**config.mk**
```make
export PLATFORM = sky130hd
export DESIGN_NAME = i2s_master_transmitter_flat
export DESIGN_NICKNAME = d
export VERILOG_FILES = /design/src/rtl/i2s_master_transmitter_pkg.sv /design/src/rtl/i2s_master_transmitter_if.sv /design/src/rtl/i2s_clk_gen.sv /design/src/rtl/i2s_master_transmitter.sv /design/src/flat_wrapper.sv
export SDC_FILE = /design/constraint.sdc
export NUM_CORES = 1
export LEC_CHECK = 0
export CORE_ASPECT_RATIO = 0.75
export CORE_MARGIN = 4
export CORE_UTILIZATION = 54
export CTS_CLUSTER_DIAMETER = 150
export DETAILED_ROUTE_END_ITERATION = 16
export GPL_TIMING_DRIVEN = 0
export PLACE_DENSITY = 0.75
export SYNTH_ARGS = -nofsm -noshare
export SYNTH_HDL_FRONTEND = slang
export SYNTH_HIERARCHICAL = 1
export SYNTH_SLANG_ARGS = --single-unit
```
**constraint.sdc**
```tcl
create_clock -name clk -period 3 [get_ports clk]
set_input_delay 0.3 -clock clk [delete_from_list [all_inputs] [get_ports clk]]
set_output_delay 0.3 -clock clk [all_outputs]
set_load 0.01 [all_outputs]
```
**src/rtl/i2s_master_transmitter_pkg.sv**
```systemverilog
// Shared audio definitions for the I2S transmit path: frame geometry, FSM states
// and a helper that locates the data-carrying bit positions inside a slot.
package i2s_master_transmitter_pkg;

  localparam int unsigned FRAME_BITS = 64;
  localparam int unsigned SLOT_BITS  = 32;
  localparam int unsigned BIT_CNT_W  = $clog2(FRAME_BITS);
  localparam int unsigned SLOT_W     = $clog2(SLOT_BITS);

  typedef enum logic {
    IDLE = 1'b0,
    RUN  = 1'b1
  } i2s_state_e;

  // Sample bits occupy slot positions 1..width; position 0 is the I2S one-bit delay.
  function automatic logic in_data_window(input logic [BIT_CNT_W-1:0] pos,
                                          input int unsigned          width);
    int unsigned slot_pos;
    slot_pos = 32'(pos[SLOT_W-1:0]);
    return (slot_pos >= 1) && (slot_pos <= width);
  endfunction

endpackage

```
**src/rtl/i2s_master_transmitter_if.sv**
```systemverilog
// Sample-input and DAC-pin bundle of the I2S master transmitter.
interface i2s_master_transmitter_if #(
  parameter int unsigned DATA_WIDTH = 24
);
  logic                  l_data_en;
  logic                  r_data_en;
  logic [DATA_WIDTH-1:0] l_data;
  logic [DATA_WIDTH-1:0] r_data;
  logic                  bclk;
  logic                  lrclk;
  logic                  s_data;

  modport master (
    input  l_data_en, r_data_en, l_data, r_data,
    output bclk, lrclk, s_data
  );

  modport slave (
    output l_data_en, r_data_en, l_data, r_data,
    input  bclk, lrclk, s_data
  );
endinterface

```
**src/rtl/i2s_clk_gen.sv**
```systemverilog
// Bit-clock / word-select generator: divides clk into bclk, counts bit positions
// within the 64-bit frame and flags the clk cycles that commit a bclk falling edge.
module i2s_clk_gen
  import i2s_master_transmitter_pkg::*;
#(
  parameter int unsigned BCLK_DIV = 4
) (
  input  logic                 clk,
  input  logic                 reset_n,
  input  logic                 run,
  output logic                 bclk,
  output logic                 lrclk,
  output logic [BIT_CNT_W-1:0] next_pos,
  output logic                 fall_edge,
  output logic                 frame_edge
);

  localparam int unsigned          DIV_W    = $clog2(BCLK_DIV);
  localparam logic [DIV_W-1:0]     DIV_LAST = DIV_W'(BCLK_DIV - 1);

  i2s_state_e           state;
  i2s_state_e           state_nxt;
  logic                 count_en;
  logic                 div_term;
  logic [DIV_W-1:0]     divider;
  logic [BIT_CNT_W-1:0] bit_cnt;

  always_ff @(posedge clk or negedge reset_n) begin
    if (!reset_n) state <= IDLE;
    else          state <= state_nxt;
  end

  always_comb begin
    state_nxt = state;
    case (state)
      IDLE:    if (run)  state_nxt = RUN;
      RUN:     if (!run) state_nxt = IDLE;
      default: state_nxt = IDLE;
    endcase
  end

  always_comb begin
    count_en   = (state == RUN) && run;
    div_term   = count_en && (divider == DIV_LAST);
    fall_edge  = div_term && bclk;
    next_pos   = bit_cnt + BIT_CNT_W'(1);
    frame_edge = fall_edge && (next_pos == '0);
  end

  // Dropping run returns every counter to its idle value on the very next clk.
  always_ff @(posedge clk or negedge reset_n) begin
    if (!reset_n) begin
      divider <= '0;
      bclk    <= 1'b0;
      lrclk   <= 1'b1;
      bit_cnt <= '1;
    end else if (!run) begin
      divider <= '0;
      bclk    <= 1'b0;
      lrclk   <= 1'b1;
      bit_cnt <= '1;
    end else if (div_term) begin
      divider <= '0;
      bclk    <= ~bclk;
      if (bclk) begin
        bit_cnt <= next_pos;
        lrclk   <= next_pos[BIT_CNT_W-1];
      end
    end else if (count_en) begin
      divider <= divider + DIV_W'(1);
    end
  end

endmodule

```
**src/rtl/i2s_master_transmitter.sv**
```systemverilog
// I2S bus-master transmitter: captures stereo PCM strobes, buffers one pending
// pair and serializes it MSB first. Define I2S_TX_HOLD_LAST_EN to repeat the
// last pair on underflow instead of sending silence.
module i2s_master_transmitter
  import i2s_master_transmitter_pkg::*;
#(
  parameter int unsigned BCLK_DIV   = 4,
  parameter int unsigned DATA_WIDTH = 24
) (
  input  logic                      clk,
  input  logic                      reset_n,
  input  logic                      run,
  input  logic                      clear_status,
  i2s_master_transmitter_if.master  bus,
  output logic                      frame_start,
  output logic                      underflow,
  output logic                      overrun
);

  logic                  bclk_q;
  logic                  lrclk_q;
  logic                  s_data_q;
  logic                  fall_edge;
  logic                  frame_edge;
  logic [BIT_CNT_W-1:0]  next_pos;

  logic [DATA_WIDTH-1:0] l_cap, r_cap;
  logic                  l_got, r_got;
  logic [DATA_WIDTH-1:0] pend_l, pend_r;
  logic                  pend_valid;
  logic [DATA_WIDTH-1:0] tx_l, tx_r;
  logic [DATA_WIDTH-1:0] l_new, r_new;
  logic [DATA_WIDTH-1:0] load_l, load_r;
  logic                  pair_done;
  logic                  underflow_set;
  logic                  overrun_set;
`ifdef I2S_TX_HOLD_LAST_EN
  logic [DATA_WIDTH-1:0] last_l, last_r;
`endif

  i2s_clk_gen #(
    .BCLK_DIV(BCLK_DIV)
  ) u_clk_gen (
    .clk       (clk),
    .reset_n   (reset_n),
    .run       (run),
    .bclk      (bclk_q),
    .lrclk     (lrclk_q),
    .next_pos  (next_pos),
    .fall_edge (fall_edge),
    .frame_edge(frame_edge)
  );

  assign bus.bclk   = bclk_q;
  assign bus.lrclk  = lrclk_q;
  assign bus.s_data = s_data_q;

  // A strobe arriving in the completing cycle is merged straight into the pair.
  always_comb begin
    pair_done     = run && (l_got || bus.l_data_en) && (r_got || bus.r_data_en);
    l_new         = bus.l_data_en ? bus.l_data : l_cap;
    r_new         = bus.r_data_en ? bus.r_data : r_cap;
    underflow_set = frame_edge && !pend_valid;
    overrun_set   = pair_done && pend_valid && !frame_edge;
  end

  always_comb begin
    load_l = pend_l;
    load_r = pend_r;
    if (!pend_valid) begin
`ifdef I2S_TX_HOLD_LAST_EN
      load_l = last_l;
      load_r = last_r;
`else
      load_l = '0;
      load_r = '0;
`endif
    end
  end

  always_ff @(posedge clk or negedge reset_n) begin
    if (!reset_n) begin
      l_cap      <= '0;
      r_cap      <= '0;
      l_got      <= 1'b0;
      r_got      <= 1'b0;
      pend_l     <= '0;
      pend_r     <= '0;
      pend_valid <= 1'b0;
    end else if (!run) begin
      l_cap      <= '0;
      r_cap      <= '0;
      l_got      <= 1'b0;
      r_got      <= 1'b0;
      pend_l     <= '0;
      pend_r     <= '0;
      pend_valid <= 1'b0;
    end else if (pair_done) begin
      // Frame load reads the old pending pair in this same cycle.
      l_got      <= 1'b0;
      r_got      <= 1'b0;
      pend_l     <= l_new;
      pend_r     <= r_new;
      pend_valid <= 1'b1;
    end else begin
      if (bus.l_data_en) begin
        l_cap <= bus.l_data;
        l_got <= 1'b1;
      end
      if (bus.r_data_en) begin
        r_cap <= bus.r_data;
        r_got <= 1'b1;
      end
      if (frame_edge) pend_valid <= 1'b0;
    end
  end

  always_ff @(posedge clk or negedge reset_n) begin
    if (!reset_n) begin
      s_data_q    <= 1'b0;
      frame_start <= 1'b0;
      tx_l        <= '0;
      tx_r        <= '0;
    end else if (!run) begin
      s_data_q    <= 1'b0;
      frame_start <= 1'b0;
      tx_l        <= '0;
      tx_r        <= '0;
    end else begin
      frame_start <= frame_edge;
      if (frame_edge) begin
        s_data_q <= 1'b0;
        tx_l     <= load_l;
        tx_r     <= load_r;
      end else if (fall_edge) begin
        if (in_data_window(next_pos, DATA_WIDTH)) begin
          if (next_pos[BIT_CNT_W-1]) begin
            s_data_q <= tx_r[DATA_WIDTH-1];
            tx_r     <= tx_r << 1;
          end else begin
            s_data_q <= tx_l[DATA_WIDTH-1];
            tx_l     <= tx_l << 1;
          end
        end else begin
          s_data_q <= 1'b0;
        end
      end
    end
  end

`ifdef I2S_TX_HOLD_LAST_EN
  always_ff @(posedge clk or negedge reset_n) begin
    if (!reset_n) begin
      last_l <= '0;
      last_r <= '0;
    end else if (!run) begin
      last_l <= '0;
      last_r <= '0;
    end else if (frame_edge) begin
      last_l <= load_l;
      last_r <= load_r;
    end
  end
`endif

  // Flags survive IDLE; only reset or clear_status drops them, and a set wins.
  always_ff @(posedge clk or negedge reset_n) begin
    if (!reset_n) begin
      underflow <= 1'b0;
      overrun   <= 1'b0;
    end else begin
      if (underflow_set)     underflow <= 1'b1;
      else if (clear_status) underflow <= 1'b0;
      if (overrun_set)       overrun   <= 1'b1;
      else if (clear_status) overrun   <= 1'b0;
    end
  end

endmodule

```
**src/flat_wrapper.sv**
```systemverilog
// flat-port wrapper written by rule: the top's interface ports become plain ports
module i2s_master_transmitter_flat import i2s_master_transmitter_pkg::*;
#(
  parameter int unsigned BCLK_DIV   = 4,
  parameter int unsigned DATA_WIDTH = 24
)
  (clk, reset_n, run, clear_status, frame_start, underflow, overrun, bus_l_data_en, bus_r_data_en, bus_l_data, bus_r_data, bus_bclk, bus_lrclk, bus_s_data);
  i2s_master_transmitter_if #(.DATA_WIDTH(DATA_WIDTH)) bus_i ();
  input  logic clk;
  input  logic reset_n;
  input  logic run;
  input  logic clear_status;
  output logic frame_start;
  output logic underflow;
  output logic overrun;
  input wire logic [$bits(bus_i.l_data_en)-1:0] bus_l_data_en;
  input wire logic [$bits(bus_i.r_data_en)-1:0] bus_r_data_en;
  input wire logic [$bits(bus_i.l_data)-1:0] bus_l_data;
  input wire logic [$bits(bus_i.r_data)-1:0] bus_r_data;
  output wire logic [$bits(bus_i.bclk)-1:0] bus_bclk;
  output wire logic [$bits(bus_i.lrclk)-1:0] bus_lrclk;
  output wire logic [$bits(bus_i.s_data)-1:0] bus_s_data;
  assign bus_i.l_data_en = bus_l_data_en;
  assign bus_i.r_data_en = bus_r_data_en;
  assign bus_i.l_data = bus_l_data;
  assign bus_i.r_data = bus_r_data;
  assign bus_bclk = bus_i.bclk;
  assign bus_lrclk = bus_i.lrclk;
  assign bus_s_data = bus_i.s_data;
  i2s_master_transmitter #(.BCLK_DIV(BCLK_DIV), .DATA_WIDTH(DATA_WIDTH)) u_core (.clk(clk), .reset_n(reset_n), .run(run), .clear_status(clear_status), .bus(bus_i), .frame_start(frame_start), .underflow(underflow), .overrun(overrun));
endmodule
```
==> metrics, run 1 <==
WL final 18.60 mm; Routed WL per cell around 19 um; Comb pwr share 0.104; crit path launch type flop; post-synth cell types 48; post-synth top area cell dfrtp_1; Initial Util 0.5506; antenna cells 0; Syn. warnings 6; crit share post-route 0.9444; IO Pins 60; Residual DRC 0; r2r setup slk 0.17 ns; post-route minimum period about 2.8 ns; count of input and output buffers 57; share of cells above drive strength 1 0.1515; Max VDD drop 0.3942 mV; Worst R2R Path Depth 10; Via density between 6 and 7; Synth Register Bits between 150 and 200; CP delay by family, top simple AND/OR/NAND/NOR gates; setup violators final 0; max-cap viol count 0; Vias 5878; switching portion of total power 0.2422; Hold/Removal Path Class in2reg; post-synthesis instance total 689; Non-Filler Instances 979; DPL Wire Length about 13 mm; multi-input combinational cell area 3496 um^2; Fin Clk Skew 0.006324 ns; WP data required around 3.3 ns; reg-to-reg startpoint u_core/u_clk_gen/bit_cnt[0]$_DFFE_PN1P_; CP max-delay cell dfstp_2; Setup CP Type reg2reg; final hold violations 0; H-tree depth 4; Critical Path Max Stage Delay 0.61 ns; worst-path cell chain ha_2 > nand3_1 > xnor2_2 > nor2_1 > and4b_2 > nor2b_2 > o311a_1 > buf_6 > buf_12 > mux2_4; worst hold start bus_r_data_en; Layout Nets 823; P per Cell Area 525.3 nW/um^2; Critical R2R Capture u_core/tx_r[19]$_DFFE_PN0P_; Endpoint, Worst Hold u_core/r_got$_DFFE_PN0P_; Worst Path Max Fanout 10; gpl congestion 0.8278; number of buffers created by CTS 17; global-route usage over all layers 0.2305; Fmax 0.3529 GHz; row cnt 38; Switch Pwr 1196 uW; post-route cell area about 9400 um^2; initial drt markers 455; status completed; main area contributors after synthesis dfrtp_1 (49%), o211a_1 (6.0%), nor2b_1 (4.3%), a22oi_1 (4.2%), mux2i_1 (4.2%); die area 16760 um^2; synthesized cell area 7958 um^2; Worst-Margin Slew 0.7340 ns; clock latency on the worst-skew pair 0.42 ns; Placed Area 8807 um^2; clock sinks between 150 and 200; post-placement cell count ~950; Reg power frac 0.474; Max-Slew Margin vs Limit 0.5107; core area about 14000 um^2; 1st-pass router iterations 5; vias in the first global route 5851; Congestion Overflow GR 0; largest net degree at the start of global routing a little under 100; register area share after synthesis 0.5072; hold depth 3; commonest non-fill, non-tap cells in the layout dfrtp_1 (155), nand2_1 (58), clkdlybuf4s50_1 (56); commonest non-fill, non-tap cell in the layout dfrtp_1; crit path buf inv count 2; clock slew at reported path FFs 0.06 ns; clock buffer depth 2; initial antenna violation count 0; Post-Syn Nets 746; fillcell total 1093; clock tree from TritonCTS built; final core utilization 0.6505; Hold Worst Slack 0.3718 ns; Layout area overhead 18.14%; CTS root buf clkbuf_16; first-pass GRT wire length 30.87 mm; Cell Int Power 3742 uW; Pleak 0.004596 uW; Mean Syn Cell Area 11.55 um^2; Sequential Area 4036 um^2; Die H approximately 110 um; top cell type's share of synthesized area 0.4874; critical path capture point type flop; power share of the clock group 0.422; Max Transition Viols Final 0; chip width 148.2 um; Final ANT Viol Nets 0; CP Data Arrival Time about 3.1 ns
[area by class of cell]
| type | count | share of cell area |
|---|---|---|
| sequential | 161 | 0.4293 |
| multi-input combinational | 433 | 0.3718 |
| timing repair buffer | 59 | 0.06481 |
| clock buffer | 22 | 0.04831 |
| buffer | 65 | 0.03567 |
| tap | 200 | 0.02662 |
| clock inverter | 10 | 0.01184 |
| inverter | 29 | 0.01158 |
[worst max path at each step]
stage                                            start                            to  depth (start not counted)
6_report       u_core/u_clk_gen/bit_cnt[0]$_DFFE_PN1P_   u_core/tx_r[19]$_DFFE_PN0P_                         10
5_1_grt        u_core/u_clk_gen/bit_cnt[0]$_DFFE_PN1P_   u_core/tx_r[17]$_DFFE_PN0P_                         10
4_1_cts        u_core/u_clk_gen/bit_cnt[0]$_DFFE_PN1P_   u_core/tx_r[16]$_DFFE_PN0P_                         10
3_5_place_dp                                       run    u_core/tx_r[1]$_DFFE_PN0P_                         10
3_3_place_gp                                   reset_n  u_core/r_cap[11]$_DFFE_PN0N_                          1
2_1_floorplan  u_core/u_clk_gen/bit_cnt[0]$_DFFE_PN1P_   u_core/tx_r[10]$_DFFE_PN0P_                         10
[synth_stat cells, drive strengths merged]
master,number
a32o,19
and2,6
mux2i,33
o2bb2ai,1
o311ai,1
and4b,1
o311a,1
nand2,58
o21ai,3
xor2,5
or3,1
nor4b,1
nor3,1
a22oi,45
nor2,6
mux2,47
xnor2,5
dfstp,6
nand4,3
nand3,5
o211a,48
a21o,1
a22o,24
a21boi,3
buf,26
o2111ai,1
ha,3
clkbuf,40
a21oi,1
and3,3
inv,29
nand2b,3
o211ai,24
nor2b,55
nand3b,1
dfrtp,155
o22ai,24
[routing by layer]
layer / track usage / vias up / wire length, um
li1: - / 2682 / -
met1: 0.3617 / 3002 / 9276
met2: 0.3293 / 181 / 8088
met3: 0.04764 / 13 / 1060
met4: 0.05477 / 0 / 173
met5: 0 / - / 0
[kinds of logic (layout without fill, tap and decap cells)]
kind of cell             count (synthesis)  in the layout  share of synthesized area
AO/OA/AOI/OAI                          196            196                     0.2077
XOR/XNOR                                10             10                    0.01195
adder cells (fa/ha/maj)                  3              3                   0.004717
buffers and inverters                   95            185                    0.05519
flip-flops                             161            161                     0.5072
multiplexers                            80             80                     0.1170
AND/OR/NAND/NOR                        144            144                    0.09623
[what timing repair did]
item / CTS / global route
endpoints found under the hold margin: 58 / 0
hold buffers: 1 / 0
buffers inserted: 0 / 0
gates resized for setup: 5 / 9
setup endpoints to repair: 31 / 44
[through the flow]
step | power, uW | setup WS, ns | TNS [ns]
floorplan | 2650 | 0.4274 | 0
global placement | 2859 | -4.612 | -737.09
detailed placement | 2886 | -0.3197 | -9.837
CTS | 4976 | -0.02703 | -0.3997
global route | 5129 | -0.01560 | -0.1235
finish | 4938 | 0.1667 | 0
[sequential cells by signal, indices dropped and copies added (netlist names), 2 cells and up]
register	flops
u_core/r_cap	24
u_core/pend_l	24
u_core/tx_l	24
u_core/u_clk_gen/divider	2
u_core/l_cap	24
u_core/pend_r	24
u_core/tx_r	24
u_core/u_clk_gen/bit_cnt	5
[power groups by stage]
| stage | registers, uW | clock network (uW) | logic, uW |
|---|---|---|---|
| after global placement | 2370 | 0 | 485 |
| after detailed placement | 2380 | 0 | 508 |
| after global routing | 2350 | 2210 | 564 |
| after floorplan | 2350 | 0 | 302 |
| after CTS | 2340 | 2120 | 512 |
| final | 2340 | 2080 | 512 |
[worst reg2reg max path, stage by stage (launching register included)]
cell     delay [ns]
dfstp_2        0.61
ha_2           0.26
nand3_1        0.14
xnor2_2        0.21
nor2_1         0.07
and4b_2        0.29
nor2b_2        0.27
o311a_1        0.25
buf_6          0.15
buf_12         0.15
mux2_4         0.30
Power figures use the tool's default switching activity.
==> inputs of run 2 (changes only) <==
--- a/config.mk
+++ b/config.mk
@@ -12,6 +12,7 @@
 export DETAILED_ROUTE_END_ITERATION = 16
 export GPL_TIMING_DRIVEN = 0
 export PLACE_DENSITY = 0.75
+export RECOVER_POWER = 100
 export SYNTH_ARGS = -nofsm -noshare
 export SYNTH_HDL_FRONTEND = slang
 export SYNTH_HIERARCHICAL = 1
==> metrics, run 2 (synthesized netlist as in run 1, its figures left out) <==
worst-path cell chain ha_2 > nand3_1 > xnor2_2 > nor2_1 > and4b_2 > nor2b_2 > o311ai_2 > clkbuf_2 > mux2_2; CP max-delay cell dfstp_2; Worst Path Max Fanout 10; post-placement cell count 947; hold depth 3; Die H 113.1 um; Final ANT Viol Nets 0; crit path launch type flop; antenna cells 0; Hold/Removal Path Class in2reg; Routed WL per cell 18.99 um; met1 Track Usage GR 0.3617; reg-to-reg startpoint u_core/u_clk_gen/bit_cnt[0]$_DFFE_PN1P_; status complete, but fails checks; final hold violations 0; violated checks capacitance limit, slew limit; Placed Area 8807 um^2; r2r setup slk 0.19 ns; clock sinks 161; initial drt markers ~430; clock slew at reported path FFs 0.06 ns; number of buffers created by CTS 17; Vias 5885; Residual DRC 0; initial antenna violation count 0; WL final 18.59 mm; Via density 6.011; CP Data Arrival Time 3.11 ns; Fmax 0.3554 GHz; Initial Util 0.5506; row cnt 38; vias in the first global route about 5900; IO Pins 60; 1st-pass router iterations 5; fillcell total 1100; die area approximately 17000 um^2; commonest non-fill, non-tap cells in the layout dfrtp_1 (155), nand2_1 (58), nor2b_1 (54); post-route cell area 9336 um^2; met2 Use GR 0.3293; Pwr Total 4925 uW; Fin Setup TNS 0 ns; Max VDD drop 0.3949 mV; crit path buf inv count 1; H-tree depth 4; busiest grt layer met1; Max Transition Viols Final 66; Non-Filler Instances just under 1000; Layout area overhead 17.33%; setup violators final 0; CP delay by family, top simple AND/OR/NAND/NOR gates; clock tree from TritonCTS built; global-route usage over all layers 0.2305; first-pass GRT wire length 30.87 mm; CTS root buf clkbuf_16; final core utilization 0.6459; Critical Path Max Stage Delay 0.61 ns; P per Cell Area 527.5 nW/um^2; Endpoint, Worst Hold u_core/r_got$_DFFE_PN0P_; Critical R2R Capture u_core/tx_l[21]$_DFFE_PN0P_; gpl congestion 0.8278; Pleak 0.004567 uW; RSZ-0062 raised after global routing no; met3 Resource Use GR 0.04764; critical path capture point type flop; commonest non-fill, non-tap cell in the layout dfrtp_1; worst hold start bus_r_data_en; core area approximately 14000 um^2; WP data required 3.30 ns; clock buffer depth 2; largest net degree at the start of global routing 98; Worst R2R Path Depth 9; chip width 148.2 um; Fin Clk Skew 0.007244 ns; share of cells above drive strength 1 0.1399; Layout Nets 823; Setup CP Type reg2reg; max-cap viol count 1; Worst-Margin Slew 1.586 ns; Congestion Overflow GR 0; DPL Wire Length 13.36 mm; crit share post-route 0.9379; count of input and output buffers 57; clock latency on the worst-skew pair 0.42 ns; post-route minimum period between 2 and 3 ns; Max-Slew Margin vs Limit -0.05752
==> run 2: report_power, final <==
group | leakage [uW] | internal (uW) | total, uW | switching (uW)
sequential | 0.00217 | 2270 | 2340 | 73.6
combinational | 0.00213 | 224 | 503 | 279
clock | 0.000270 | 1240 | 2080 | 837
total | 0.00457 | 3730 | 4920 | 1190
==> run 2: worst register-to-register path, cell delays in order (launching register included) <==
cell      delay [ns]
dfstp_2         0.61
ha_2            0.26
nand3_1         0.14
xnor2_2         0.21
nor2_1          0.07
and4b_2         0.29
nor2b_2         0.24
o311ai_2        0.25
clkbuf_2        0.29
mux2_2          0.33
==> run 2: timing repair <==
item                                    CTS  global route
gates resized for setup                   5             9
cloned                                    0             0
buffers inserted                          0             0
hold buffers                              1             0
hold endpoints to repair                 58             0
endpoints found under the setup margin   31            44
==> run 2: metal layers <==
metal,share of wire,wire length [um]
met2,0.44,8113
met5,0,0
met1,0.49,9090
met4,0.0098,183
met3,0.065,1206
==> run 2: worst max-delay path by stage <==
stage	start	endpoint	slack (ns)	cells past startpoint
floorplan	u_core/u_clk_gen/bit_cnt[0]$_DFFE_PN1P_	u_core/tx_r[10]$_DFFE_PN0P_	0.43	10
detailed placement	run	u_core/tx_r[1]$_DFFE_PN0P_	-0.32	10
finish	u_core/u_clk_gen/bit_cnt[0]$_DFFE_PN1P_	u_core/tx_l[21]$_DFFE_PN0P_	0.19	9
global placement	reset_n	u_core/r_cap[11]$_DFFE_PN0N_	-4.61	1
global route	u_core/u_clk_gen/bit_cnt[0]$_DFFE_PN1P_	u_core/tx_r[17]$_DFFE_PN0P_	0.003	10
CTS	u_core/u_clk_gen/bit_cnt[0]$_DFFE_PN1P_	u_core/tx_r[16]$_DFFE_PN0P_	-0.03	10
==> run 2: area by class of cell <==
| class | count | area (um^2) | area share |
|---|---|---|---|
| sequential | 161 | 4036 | 0.4323 |
| multi-input combinational | 433 | 3478 | 0.3726 |
| timing repair buffer | 59 | 586.8 | 0.06285 |
| clock buffer | 22 | 454.2 | 0.04865 |
| buffer | 65 | 310.3 | 0.03324 |
| tap | 200 | 250.2 | 0.02680 |
| clock inverter | 10 | 111.4 | 0.01193 |
| inverter | 29 | 108.9 | 0.01166 |
==> run 2: per-stage QoR <==
| stage | setup slack (ns) | hold slack [ns] |
|---|---|---|
| after floorplan | 0.4274 | 0.004409 |
| after global placement | -4.612 | 0.4147 |
| after detailed placement | -0.3197 | 0.3356 |
| after CTS | -0.02703 | 0.3536 |
| after global routing | 0.002861 | 0.4174 |
| final | 0.1862 | 0.3732 |
